`config.mk`:
```
export PLATFORM = sky130hd
export DESIGN_NAME = any1_sel_align_flat
export DESIGN_NICKNAME = d
export VERILOG_FILES = /design/src/rtl/any1_sel_align_if.sv /design/src/rtl/any1_sel_align.sv /design/src/flat_wrapper.sv
export SDC_FILE = /design/constraint.sdc
export NUM_CORES = 1
export LEC_CHECK = 0
export ABC_AREA = 1
export CAP_MARGIN = 10
export CORE_ASPECT_RATIO = 0.8
export CORE_MARGIN = 4
export CORE_UTILIZATION = 40
export DETAILED_ROUTE_END_ITERATION = 6
export GPL_TIMING_DRIVEN = 0
export PLACE_DENSITY = 0.59
export SYNTH_ARGS = -nofsm -noshare
export SYNTH_HDL_FRONTEND = slang
export SYNTH_SLANG_ARGS = --single-unit
```
`constraint.sdc`:
```
create_clock -name clk_i -period 2.2 [get_ports clk_i]
set_input_delay 0.33 -clock clk_i [delete_from_list [all_inputs] [get_ports clk_i]]
set_output_delay 0.33 -clock clk_i [all_outputs]
set_load 0.03 [all_outputs]
```
`src/rtl/any1_sel_align_if.sv`:
```
// Request and bus-cycle handshake bundle between the ANY-1 memory stage and the data bus.
interface any1_sel_align_if #(
  parameter int unsigned AWID      = 32,
  parameter int unsigned BUS_BYTES = 16
);
  logic                     req_valid_i;
  logic                     req_ready_o;
  logic                     req_we_i;
  logic [AWID-1:0]          req_adr_i;
  logic [2:0]               req_size_i;
  logic [BUS_BYTES*8-1:0]   req_dat_i;
  logic                     bus_valid_o;
  logic                     bus_ready_i;
  logic                     bus_we_o;
  logic [AWID-1:0]          bus_adr_o;
  logic [BUS_BYTES-1:0]     bus_sel_o;
  logic [BUS_BYTES*8-1:0]   bus_dat_o;
  logic                     bus_last_o;
  logic                     bus_seq_o;
  logic                     err_o;

  modport slave (
    input  req_valid_i, req_we_i, req_adr_i, req_size_i, req_dat_i, bus_ready_i,
    output req_ready_o, bus_valid_o, bus_we_o, bus_adr_o, bus_sel_o, bus_dat_o,
           bus_last_o, bus_seq_o, err_o
  );

  modport master (
    output req_valid_i, req_we_i, req_adr_i, req_size_i, req_dat_i, bus_ready_i,
    input  req_ready_o, bus_valid_o, bus_we_o, bus_adr_o, bus_sel_o, bus_dat_o,
           bus_last_o, bus_seq_o, err_o
  );
endinterface

```
`src/rtl/any1_sel_align.sv`:
```
// Byte-lane select generator and access splitter: turns one load/store request into
// one or two bus-aligned cycles, splitting accesses that cross a bus-width boundary.
module any1_sel_align #(
  parameter int unsigned AWID      = 32,
  parameter int unsigned BUS_BYTES = 16,
  parameter int unsigned MAX_SIZE  = 4
) (
  input  logic              clk_i,
  input  logic              rst_ni,
  any1_sel_align_if.slave   bus_if
);
  localparam int unsigned OFFW = $clog2(BUS_BYTES);
  localparam int unsigned DW   = BUS_BYTES * 8;
  localparam int unsigned SW   = 2 * BUS_BYTES;
  localparam int unsigned W2   = 2 * DW;

  typedef enum logic [1:0] {IDLE, FIRST, SECOND} state_e;

  state_e                state_q, state_d;
  logic                  valid_q, valid_d;
  logic                  we_q, we_d;
  logic [AWID-1:0]       adr_q, adr_d;
  logic [BUS_BYTES-1:0]  sel_q, sel_d;
  logic [DW-1:0]         dat_q, dat_d;
  logic                  last_q, last_d;
  logic                  seq_q, seq_d;
  logic                  err_q, err_d;
  logic [BUS_BYTES-1:0]  hi_sel_q, hi_sel_d;
  logic [DW-1:0]         hi_dat_q, hi_dat_d;
  logic [AWID-1:0]       nxt_adr_q, nxt_adr_d;

  logic [OFFW-1:0]       off;
  logic                  size_ok;
  logic [SW-1:0]         lanes;
  logic [SW-1:0]         mask2;
  logic [DW-1:0]         dat_m;
  logic [W2-1:0]         dat2;
  logic [AWID-1:0]       base_adr;
  logic                  hs;
  logic                  req_ready;
  logic                  accept;

  // Request decode: lane mask and store data spread over two bus words.
  always_comb begin
    off      = bus_if.req_adr_i[OFFW-1:0];
    size_ok  = (bus_if.req_size_i <= 3'(MAX_SIZE));
    lanes    = (SW'(1) << (8'd1 << bus_if.req_size_i)) - SW'(1);
    mask2    = lanes << off;
    dat_m    = '0;
    for (int i = 0; i < BUS_BYTES; i++) begin
      if (lanes[i]) dat_m[i*8 +: 8] = bus_if.req_dat_i[i*8 +: 8];
    end
    dat2     = W2'(dat_m) << {off, 3'b000};
    base_adr = {bus_if.req_adr_i[AWID-1:OFFW], OFFW'(0)};
  end

  assign hs        = valid_q & bus_if.bus_ready_i;
  assign req_ready = (state_q == IDLE) | (hs & last_q);
  assign accept    = bus_if.req_valid_i & req_ready;

  // Next state: retire or advance the current cycle, then load a newly accepted request.
  always_comb begin
    state_d   = state_q;
    valid_d   = valid_q;
    we_d      = we_q;
    adr_d     = adr_q;
    sel_d     = sel_q;
    dat_d     = dat_q;
    last_d    = last_q;
    seq_d     = seq_q;
    err_d     = 1'b0;
    hi_sel_d  = hi_sel_q;
    hi_dat_d  = hi_dat_q;
    nxt_adr_d = nxt_adr_q;

    if (hs) begin
      if (!last_q) begin
        adr_d   = nxt_adr_q;
        sel_d   = hi_sel_q;
        dat_d   = hi_dat_q;
        seq_d   = 1'b1;
        last_d  = 1'b1;
        state_d = SECOND;
      end else begin
        valid_d = 1'b0;
        state_d = IDLE;
      end
    end

    if (accept) begin
      if (size_ok) begin
        valid_d   = 1'b1;
        we_d      = bus_if.req_we_i;
        adr_d     = base_adr;
        sel_d     = mask2[BUS_BYTES-1:0];
        dat_d     = dat2[DW-1:0];
        last_d    = (mask2[SW-1:BUS_BYTES] == '0);
        seq_d     = 1'b0;
        hi_sel_d  = mask2[SW-1:BUS_BYTES];
        hi_dat_d  = dat2[W2-1:DW];
        nxt_adr_d = base_adr + AWID'(BUS_BYTES);
        state_d   = FIRST;
      end else begin
        err_d = 1'b1;
      end
    end
  end

  always_ff @(posedge clk_i or negedge rst_ni) begin
    if (!rst_ni) begin
      state_q   <= IDLE;
      valid_q   <= 1'b0;
      we_q      <= 1'b0;
      adr_q     <= '0;
      sel_q     <= '0;
      dat_q     <= '0;
      last_q    <= 1'b0;
      seq_q     <= 1'b0;
      err_q     <= 1'b0;
      hi_sel_q  <= '0;
      hi_dat_q  <= '0;
      nxt_adr_q <= '0;
    end else begin
      state_q   <= state_d;
      valid_q   <= valid_d;
      we_q      <= we_d;
      adr_q     <= adr_d;
      sel_q     <= sel_d;
      dat_q     <= dat_d;
      last_q    <= last_d;
      seq_q     <= seq_d;
      err_q     <= err_d;
      hi_sel_q  <= hi_sel_d;
      hi_dat_q  <= hi_dat_d;
      nxt_adr_q <= nxt_adr_d;
    end
  end

  assign bus_if.req_ready_o = req_ready;
  assign bus_if.bus_valid_o = valid_q;
  assign bus_if.bus_we_o    = we_q;
  assign bus_if.bus_adr_o   = adr_q;
  assign bus_if.bus_sel_o   = sel_q;
  assign bus_if.bus_dat_o   = dat_q;
  assign bus_if.bus_last_o  = last_q;
  assign bus_if.bus_seq_o   = seq_q;
  assign bus_if.err_o       = err_q;

endmodule

```
`src/flat_wrapper.sv`:
```
// flat-port wrapper written by rule: the top's interface ports become plain ports
module any1_sel_align_flat 
#(
  parameter int unsigned AWID      = 32,
  parameter int unsigned BUS_BYTES = 16,
  parameter int unsigned MAX_SIZE  = 4
)
  (clk_i, rst_ni, bus_if_req_valid_i, bus_if_req_we_i, bus_if_req_adr_i, bus_if_req_size_i, bus_if_req_dat_i, bus_if_bus_ready_i, bus_if_req_ready_o, bus_if_bus_valid_o, bus_if_bus_we_o, bus_if_bus_adr_o, bus_if_bus_sel_o, bus_if_bus_dat_o, bus_if_bus_last_o, bus_if_bus_seq_o, bus_if_err_o);
  any1_sel_align_if #(.AWID(AWID), .BUS_BYTES(BUS_BYTES)) bus_if_i ();
  input  logic clk_i;
  input  logic rst_ni;
  input wire logic [$bits(bus_if_i.req_valid_i)-1:0] bus_if_req_valid_i;
  input wire logic [$bits(bus_if_i.req_we_i)-1:0] bus_if_req_we_i;
  input wire logic [$bits(bus_if_i.req_adr_i)-1:0] bus_if_req_adr_i;
  input wire logic [$bits(bus_if_i.req_size_i)-1:0] bus_if_req_size_i;
  input wire logic [$bits(bus_if_i.req_dat_i)-1:0] bus_if_req_dat_i;
  input wire logic [$bits(bus_if_i.bus_ready_i)-1:0] bus_if_bus_ready_i;
  output wire logic [$bits(bus_if_i.req_ready_o)-1:0] bus_if_req_ready_o;
  output wire logic [$bits(bus_if_i.bus_valid_o)-1:0] bus_if_bus_valid_o;
  output wire logic [$bits(bus_if_i.bus_we_o)-1:0] bus_if_bus_we_o;
  output wire logic [$bits(bus_if_i.bus_adr_o)-1:0] bus_if_bus_adr_o;
  output wire logic [$bits(bus_if_i.bus_sel_o)-1:0] bus_if_bus_sel_o;
  output wire logic [$bits(bus_if_i.bus_dat_o)-1:0] bus_if_bus_dat_o;
  output wire logic [$bits(bus_if_i.bus_last_o)-1:0] bus_if_bus_last_o;
  output wire logic [$bits(bus_if_i.bus_seq_o)-1:0] bus_if_bus_seq_o;
  output wire logic [$bits(bus_if_i.err_o)-1:0] bus_if_err_o;
  assign bus_if_i.req_valid_i = bus_if_req_valid_i;
  assign bus_if_i.req_we_i = bus_if_req_we_i;
  assign bus_if_i.req_adr_i = bus_if_req_adr_i;
  assign bus_if_i.req_size_i = bus_if_req_size_i;
  assign bus_if_i.req_dat_i = bus_if_req_dat_i;
  assign bus_if_i.bus_ready_i = bus_if_bus_ready_i;
  assign bus_if_req_ready_o = bus_if_i.req_ready_o;
  assign bus_if_bus_valid_o = bus_if_i.bus_valid_o;
  assign bus_if_bus_we_o = bus_if_i.bus_we_o;
  assign bus_if_bus_adr_o = bus_if_i.bus_adr_o;
  assign bus_if_bus_sel_o = bus_if_i.bus_sel_o;
  assign bus_if_bus_dat_o = bus_if_i.bus_dat_o;
  assign bus_if_bus_last_o = bus_if_i.bus_last_o;
  assign bus_if_bus_seq_o = bus_if_i.bus_seq_o;
  assign bus_if_err_o = bus_if_i.err_o;
  any1_sel_align #(.AWID(AWID), .BUS_BYTES(BUS_BYTES), .MAX_SIZE(MAX_SIZE)) u_core (.clk_i(clk_i), .rst_ni(rst_ni), .bus_if(bus_if_i));
endmodule
```
Yosys cells after proc, flatten, opt, wreduce, memory -nomap -nowiden
Index checks and enable logic that the tools add are counted.
{"block": "op_classes", "add_sub_neg": 2, "n_lt_le_gt_ge": 1, "n_shift": 4, "mux": 45, "bitwise": 4, "reduce_logical": 3}
{"cell": "$mux 128", "count": 4}
{"cell": "$shl 128x7->256", "count": 1}
{"cell": "$mux 32", "count": 4}
{"cell": "$mux 8", "count": 16}
{"cell": "$mux 16", "count": 4}
{"cell": "$add 32x5->32 const B", "count": 1}
{"cell": "$shl 1x8->32 const A", "count": 1}
{"cell": "$shl 32x4->32", "count": 1}
{"cell": "$sub 32x2->32 const B", "count": 1}
{"cell": "$logic_not 16->1", "count": 1}
{"cell": "$mux 1", "count": 13}
{"cell": "$mux 2", "count": 4}
{"cell": "$shl 1x3->8 const A", "count": 1}
{"cell": "$and 1x1->1", "count": 3}
{"cell": "$le 3x3->1 const B", "count": 1}
{"cell": "$logic_not 2->1", "count": 1}
{"cell": "$reduce_and 2->1", "count": 1}
{"cell": "$or 1x1->1", "count": 1}
{"block": "totals", "ff_bits": 359, "in_bits": 168, "output_inout_bits": 182, "wordCells": 71}

Depth between registers and ports, before layout
{"block": "depth", "depth_word": 7, "ltp_mapped": 17, "mapped_depth_nobuf": 16}

Worst setup path before layout
Ideal clock, no wire load.
{"block": "synth_timing", "kind": "input-to-reg", "from": "in bus_if_req_size_i[2]", "to": "reg u_core.dat_q[103] (netlist: u_core.bus_if.bus_dat_o[103])", "setup_ps": 134, "arrival_ps": 2042, "t_required_ps": 2066, "slack_ps": 24, "stages": 16, "path_buffers": 1, "cell_sequence": "buf_6 > inv_4 > nand2_1 > inv_1 > nand2_1 > ha_1 > clkinv_1 > nand2_1 > nor2_1 > a21oi_1 > nand2_1 > o21ai_0 > nor2_1 > a21oi_1 > o21a_1 > o21ai_0"}
{"block": "synth_via", "elab_chain_len": 7, "word_cells_on_any_way": 23, "classes_between": "1 x add/sub; 1 x order compare; 3 x shift; 18 x mux"}
{"element": "start, declared", "line": "flat_wrapper.sv:15", "source": "input wire logic [$bits(bus_if_i.req_size_i)-1:0] bus_if_req_size_i;"}
{"element": "$shl 1x3->8", "line": "any1_sel_align.sv:47", "source": "lanes = (SW'(1) << (8'd1 << bus_if.req_size_i)) - SW'(1);"}
{"element": "$shl 1x8->32", "line": "any1_sel_align.sv:47"}
{"element": "$sub 32x2->32", "line": "any1_sel_align.sv:47"}
{"element": "$mux 8", "line": "any1_sel_align.sv:51", "source": "if (lanes[i]) dat_m[i*8 +: 8] = bus_if.req_dat_i[i*8 +: 8];"}
{"element": "$shl 128x7->256", "line": "any1_sel_align.sv:53", "source": "dat2 = W2'(dat_m) << {off, 3'b000};"}
{"element": "$mux 128 *", "line": "any1_sel_align.sv:91", "source": "if (size_ok) begin"}
{"element": "$mux 128 *", "line": "any1_sel_align.sv:90", "source": "if (accept) begin"}
{"element": "via u_core.dat_d[103]", "line": "any1_sel_align.sv:24", "source": "logic [DW-1:0] dat_q, dat_d;"}
{"element": "end signal, assigned", "line": "any1_sel_align.sv:129", "source": "dat_q <= dat_d;"}
{"element": "end, declared", "line": "any1_sel_align.sv:24"}
Mark *: on every way through the listed nets, which the timed path passes. The rest lies on a longest branch.
A chain may end at the register's enable or synchronous reset.

Final worst setup path
{"block": "layout_timing", "from": "in bus_if_req_adr_i[2]", "to": "reg u_core.dat_q[78] (netlist: u_core.bus_if.bus_dat_o[78])"}
{"block": "layout_via", "elab_chain_len": 3}
{"element": "start, declared", "line": "flat_wrapper.sv:14", "source": "input wire logic [$bits(bus_if_i.req_adr_i)-1:0] bus_if_req_adr_i;"}
{"element": "$shl 128x7->256", "line": "any1_sel_align.sv:53"}
{"element": "$mux 128", "line": "any1_sel_align.sv:91"}
{"element": "$mux 128", "line": "any1_sel_align.sv:90"}
{"element": "via u_core.dat_d[78]", "line": "any1_sel_align.sv:24"}
The timed path passes the listed nets, and every way through them passes these cells.

==> metrics.cfg <==
[synthesis]
syn_area_per_cell_sq_um = 7.30
synth.area.top_cells = dfrtp_1 42%, nand2_1 16%, o21ai_0 11%
synth_cells = 2809
ys_seq_area_share_pct = 42.4
yosys.cell_count.top_type = nand2_1
synth_edf_count = 0
syn_area_sq_um = 20500
ys_seq_elements = 347
synth_ff_type = dfrtp_1
synth_cell_type_count = 52
synth_largest_area_cell = dfrtp_1
synth_common_cells = 858 x nand2_1, 468 x o21ai_0, 347 x dfrtp_1
syn-num-nets = 2979
ys.warnings.count = 0
synthArstFlopShare_pct = 100
yosysTopAreaCellShare_pct = 42.4

[floorplanning]
initial_core_util_pct = 40.9
die_x_um = 261
boundaryPins = 350
die_area_sq_um = 55000
core_sq_um = 50100
rows = 73
die_h_um = 210

[timing]
rsz0062_at_grt = yes
skew_ps = 16.4
period_needed_ps = 2270
setup_slack_ps = -66.9
period_share_pct = 103
hold_slack_ps = 259
tns_ps = -124
slew_violations = 0
hold_viol_final = 0
setup_viol = 5
clock.fmax_ghz = 0.441
relSlewSlack_pct = 36.3
worstMarginPinSlew_ps = 955

[global_route]
grt_pass1_wl_mm = 169
grt_max_degree = 107
grt-ovfl-total = 0
antenna_found_initial = 5
gr-usage-all-layers_pct = 42.6
grt_pass1_vias = 23742

[run_status]
run_status = complete, but fails checks
violations = DRC, setup timing

[route]
antenna_left = 0
first_iter_violations = 3674
num_vias = 24328
dr.pass1.iters = 7
avgRoutedWirePerCell_um = 30.8
drc = 3
wl_mm = 121
via_per_inst = 6.20

[setup_path]
crit_type = input pin to flip-flop
cp_cell_sequence = clkdlybuf4s50_1 -> clkbuf_4 -> buf_2 -> buf_2 -> mux2i_1 -> nand2_1 -> nand2_1
slowest_delay_ps = 730
worstSetupStartpointType = input pin
end_kind = flip-flop
crit_buf_inv = 4
worst_path_max_delay_cell = clkdlybuf4s50_1
crit_arrival_ps = 2770
critical_path.max_fanout = 10
cp_data_required_time_ps = 2700
path_delay_family = buffers and inverters

[final_layout]
drive_gt1_share_pct = 12.8
area_growth_pct = 33.4
final_nets = 3384
fin_cells = 3921
final_util_pct = 54.5

[cts]
clk_pin_slew_ps = 60
clk_path_buf_depth = 3
clock-root-buffer = clkbuf_16
cts_made_buffers = 39
cts_tree = yes
worstSkewPairLatency_ps = 570
cts_num_sinks = 347
h-tree-depth = 2

[power_and_ir_drop]
p_sw_share_pct = 45.0
power_density_nw_per_um2 = 1250
combPwrFrac_pct = 48.3
peakVddDrop_mv = 0.969
p_leak_nw = 12.1
power.share.clock_pct = 20.1
switching_power_mw = 15.4
seq_power_share_pct = 31.6
p_int_mw = 18.8

[placement]
gp_congestion = 1.15
hpwl_mm = 97.0
portBuffers = 347
dpl.cell_count = 3834

[job]
maxCapViolCount = 0

[worst_hold_path]
hp-class = input pin to flip-flop

-- worst reg2reg max path: stages, from the launching register on --
cell	delay, ps
dfrtp_1	380
nand2_2	120
inv_2	70
nand2_1	50
o21ai_2	70
nand2_2	120
nor2_4	190
inv_2	100
nor2_4	190
buf_12	140
buf_6	200
nand3_4	250
o32ai_1	200
-- final cells by class --
class,count,area [sq um]
Inverter,217,833
Clock inverter,21,220
Tap cell,675,845
Sequential cell,347,8680
Timing Repair Buffer,366,3750
Antenna cell,2,5.00
Multi-Input combinational cell,2033,10700
Buffer,210,1200
Fill cell,4705,22800
Clock buffer,50,1100
-- power groups by stage --
stage / registers, mW / clock network [mW] / logic (mW)
after floorplan: 13.2 / 0 / 5.69
after global placement: 10.8 / 0 / 15.4
after detailed placement: 10.8 / 0 / 15.6
after CTS: 10.8 / 6.84 / 16.0
after global routing: 11.0 / 7.12 / 17.3
final: 10.8 / 6.87 / 16.6
-- path summary, 6_finish.rpt --
kind | startpoint | end | slack [ps] | cells after the start
max | bus_if_req_adr_i[2] | u_core.bus_if.bus_dat_o[78] | -70 | 7
min | bus_if_req_size_i[2] | u_core.bus_if.err_o | 260 | 3
max reg2reg | u_core.bus_if.bus_valid_o | u_core.bus_if.bus_dat_o[5] | -10 | 12
max in group asynchronous | rst_ni | u_core.hi_dat_q[44] | 510 | 4
min in group asynchronous | rst_ni | u_core.bus_if.bus_dat_o[67] | 310 | 2
min reg2reg | u_core.nxt_adr_q[5] | u_core.nxt_adr_q[5] | 480 | 2
-- cells by family (layout without fill, tap and decap cells) --
kind of cell / Yosys count / in the layout / share of synthesized area (%)
fa+ha+maj: 2 / 2 / 0.122
xor+xnor: 3 / 3 / 0.128
mux: 67 / 67 / 3.27
buf+inv: 429 / 864 / 8.71
simple gates: 1168 / 1168 / 22.9
other cells: 1 / 3 / 0.0183
flops: 347 / 347 / 42.4
compound gates: 792 / 792 / 22.5
-- registers in the layout (all words and copies together) (netlist names) --
name                       count
u_core.bus_if.bus_sel_o       16
u_core.state_q                 2
u_core.bus_if.bus_seq_o        1
u_core.hi_sel_q               16
u_core.bus_if.bus_last_o       1
u_core.hi_dat_q              120
u_core.bus_if.bus_valid_o      1
u_core.bus_if.bus_dat_o      128
u_core.nxt_adr_q              28
u_core.bus_if.bus_adr_o       32
u_core.bus_if.bus_we_o         1
u_core.bus_if.err_o            1
-- routing by layer --
metal	part of all wire, %	GRT usage (%)
met5	0.18	2.17
met2	40	59.3
met3	16	19.0
met1	39	56.7
met4	5.7	19.8
-- per-stage QoR --
| stage | instance area, sq um | total power [mW] | worst slack [ps] |
|---|---|---|---|
| floorplan | 20500 | 18.9 | 24.5 |
| global placement | 24800 | 26.2 | -14290 |
| CTS | 27000 | 33.6 | -5.44 |
| finish | 27300 | 34.2 | -66.9 |
| global route | 27300 | 35.5 | -33.5 |
| detailed placement | 24900 | 26.4 | -1580 |
-- repair_timing --
| action | CTS | global route |
|---|---|---|
| pin swaps | 7 | 13 |
| buffers inserted | 10 | 5 |
| hold buffers | 1 | 0 |
| endpoints found under the hold margin | 64 | 0 |
| gates cloned | 0 | 0 |
| endpoints found under the setup margin | 318 | 281 |
| gates resized for setup | 313 | 110 |
-- layout by cell type, fill, tap and decap left out, types with 6 or more instances in the layout --
master           count
a21oi_1             28
a21oi_2              7
a22oi_1            101
a31oi_1             11
a32oi_1              7
buf_2               61
buf_4               19
buf_6               19
clkbuf_1            44
clkbuf_16           40
clkbuf_2            57
clkbuf_4            16
clkbuf_8             6
clkdlybuf4s50_1    342
clkinv_2             8
dfrtp_1            347
inv_1              198
inv_2               13
mux2i_1             64
nand2_1            843
nand2_2             18
nand3_1            106
nor2_1             134
nor2_2               7
nor2_4               9
nor3_1              13
nor3_2               7
o211ai_1            24
o21a_1               8
o21ai_0            359
o21ai_1             74
o21ai_2             44
o21ai_4             12
o221ai_1            17
o22ai_1             55
o22ai_2             11
o32ai_1             15
Note: power is estimated with default switching activity, not from simulation.
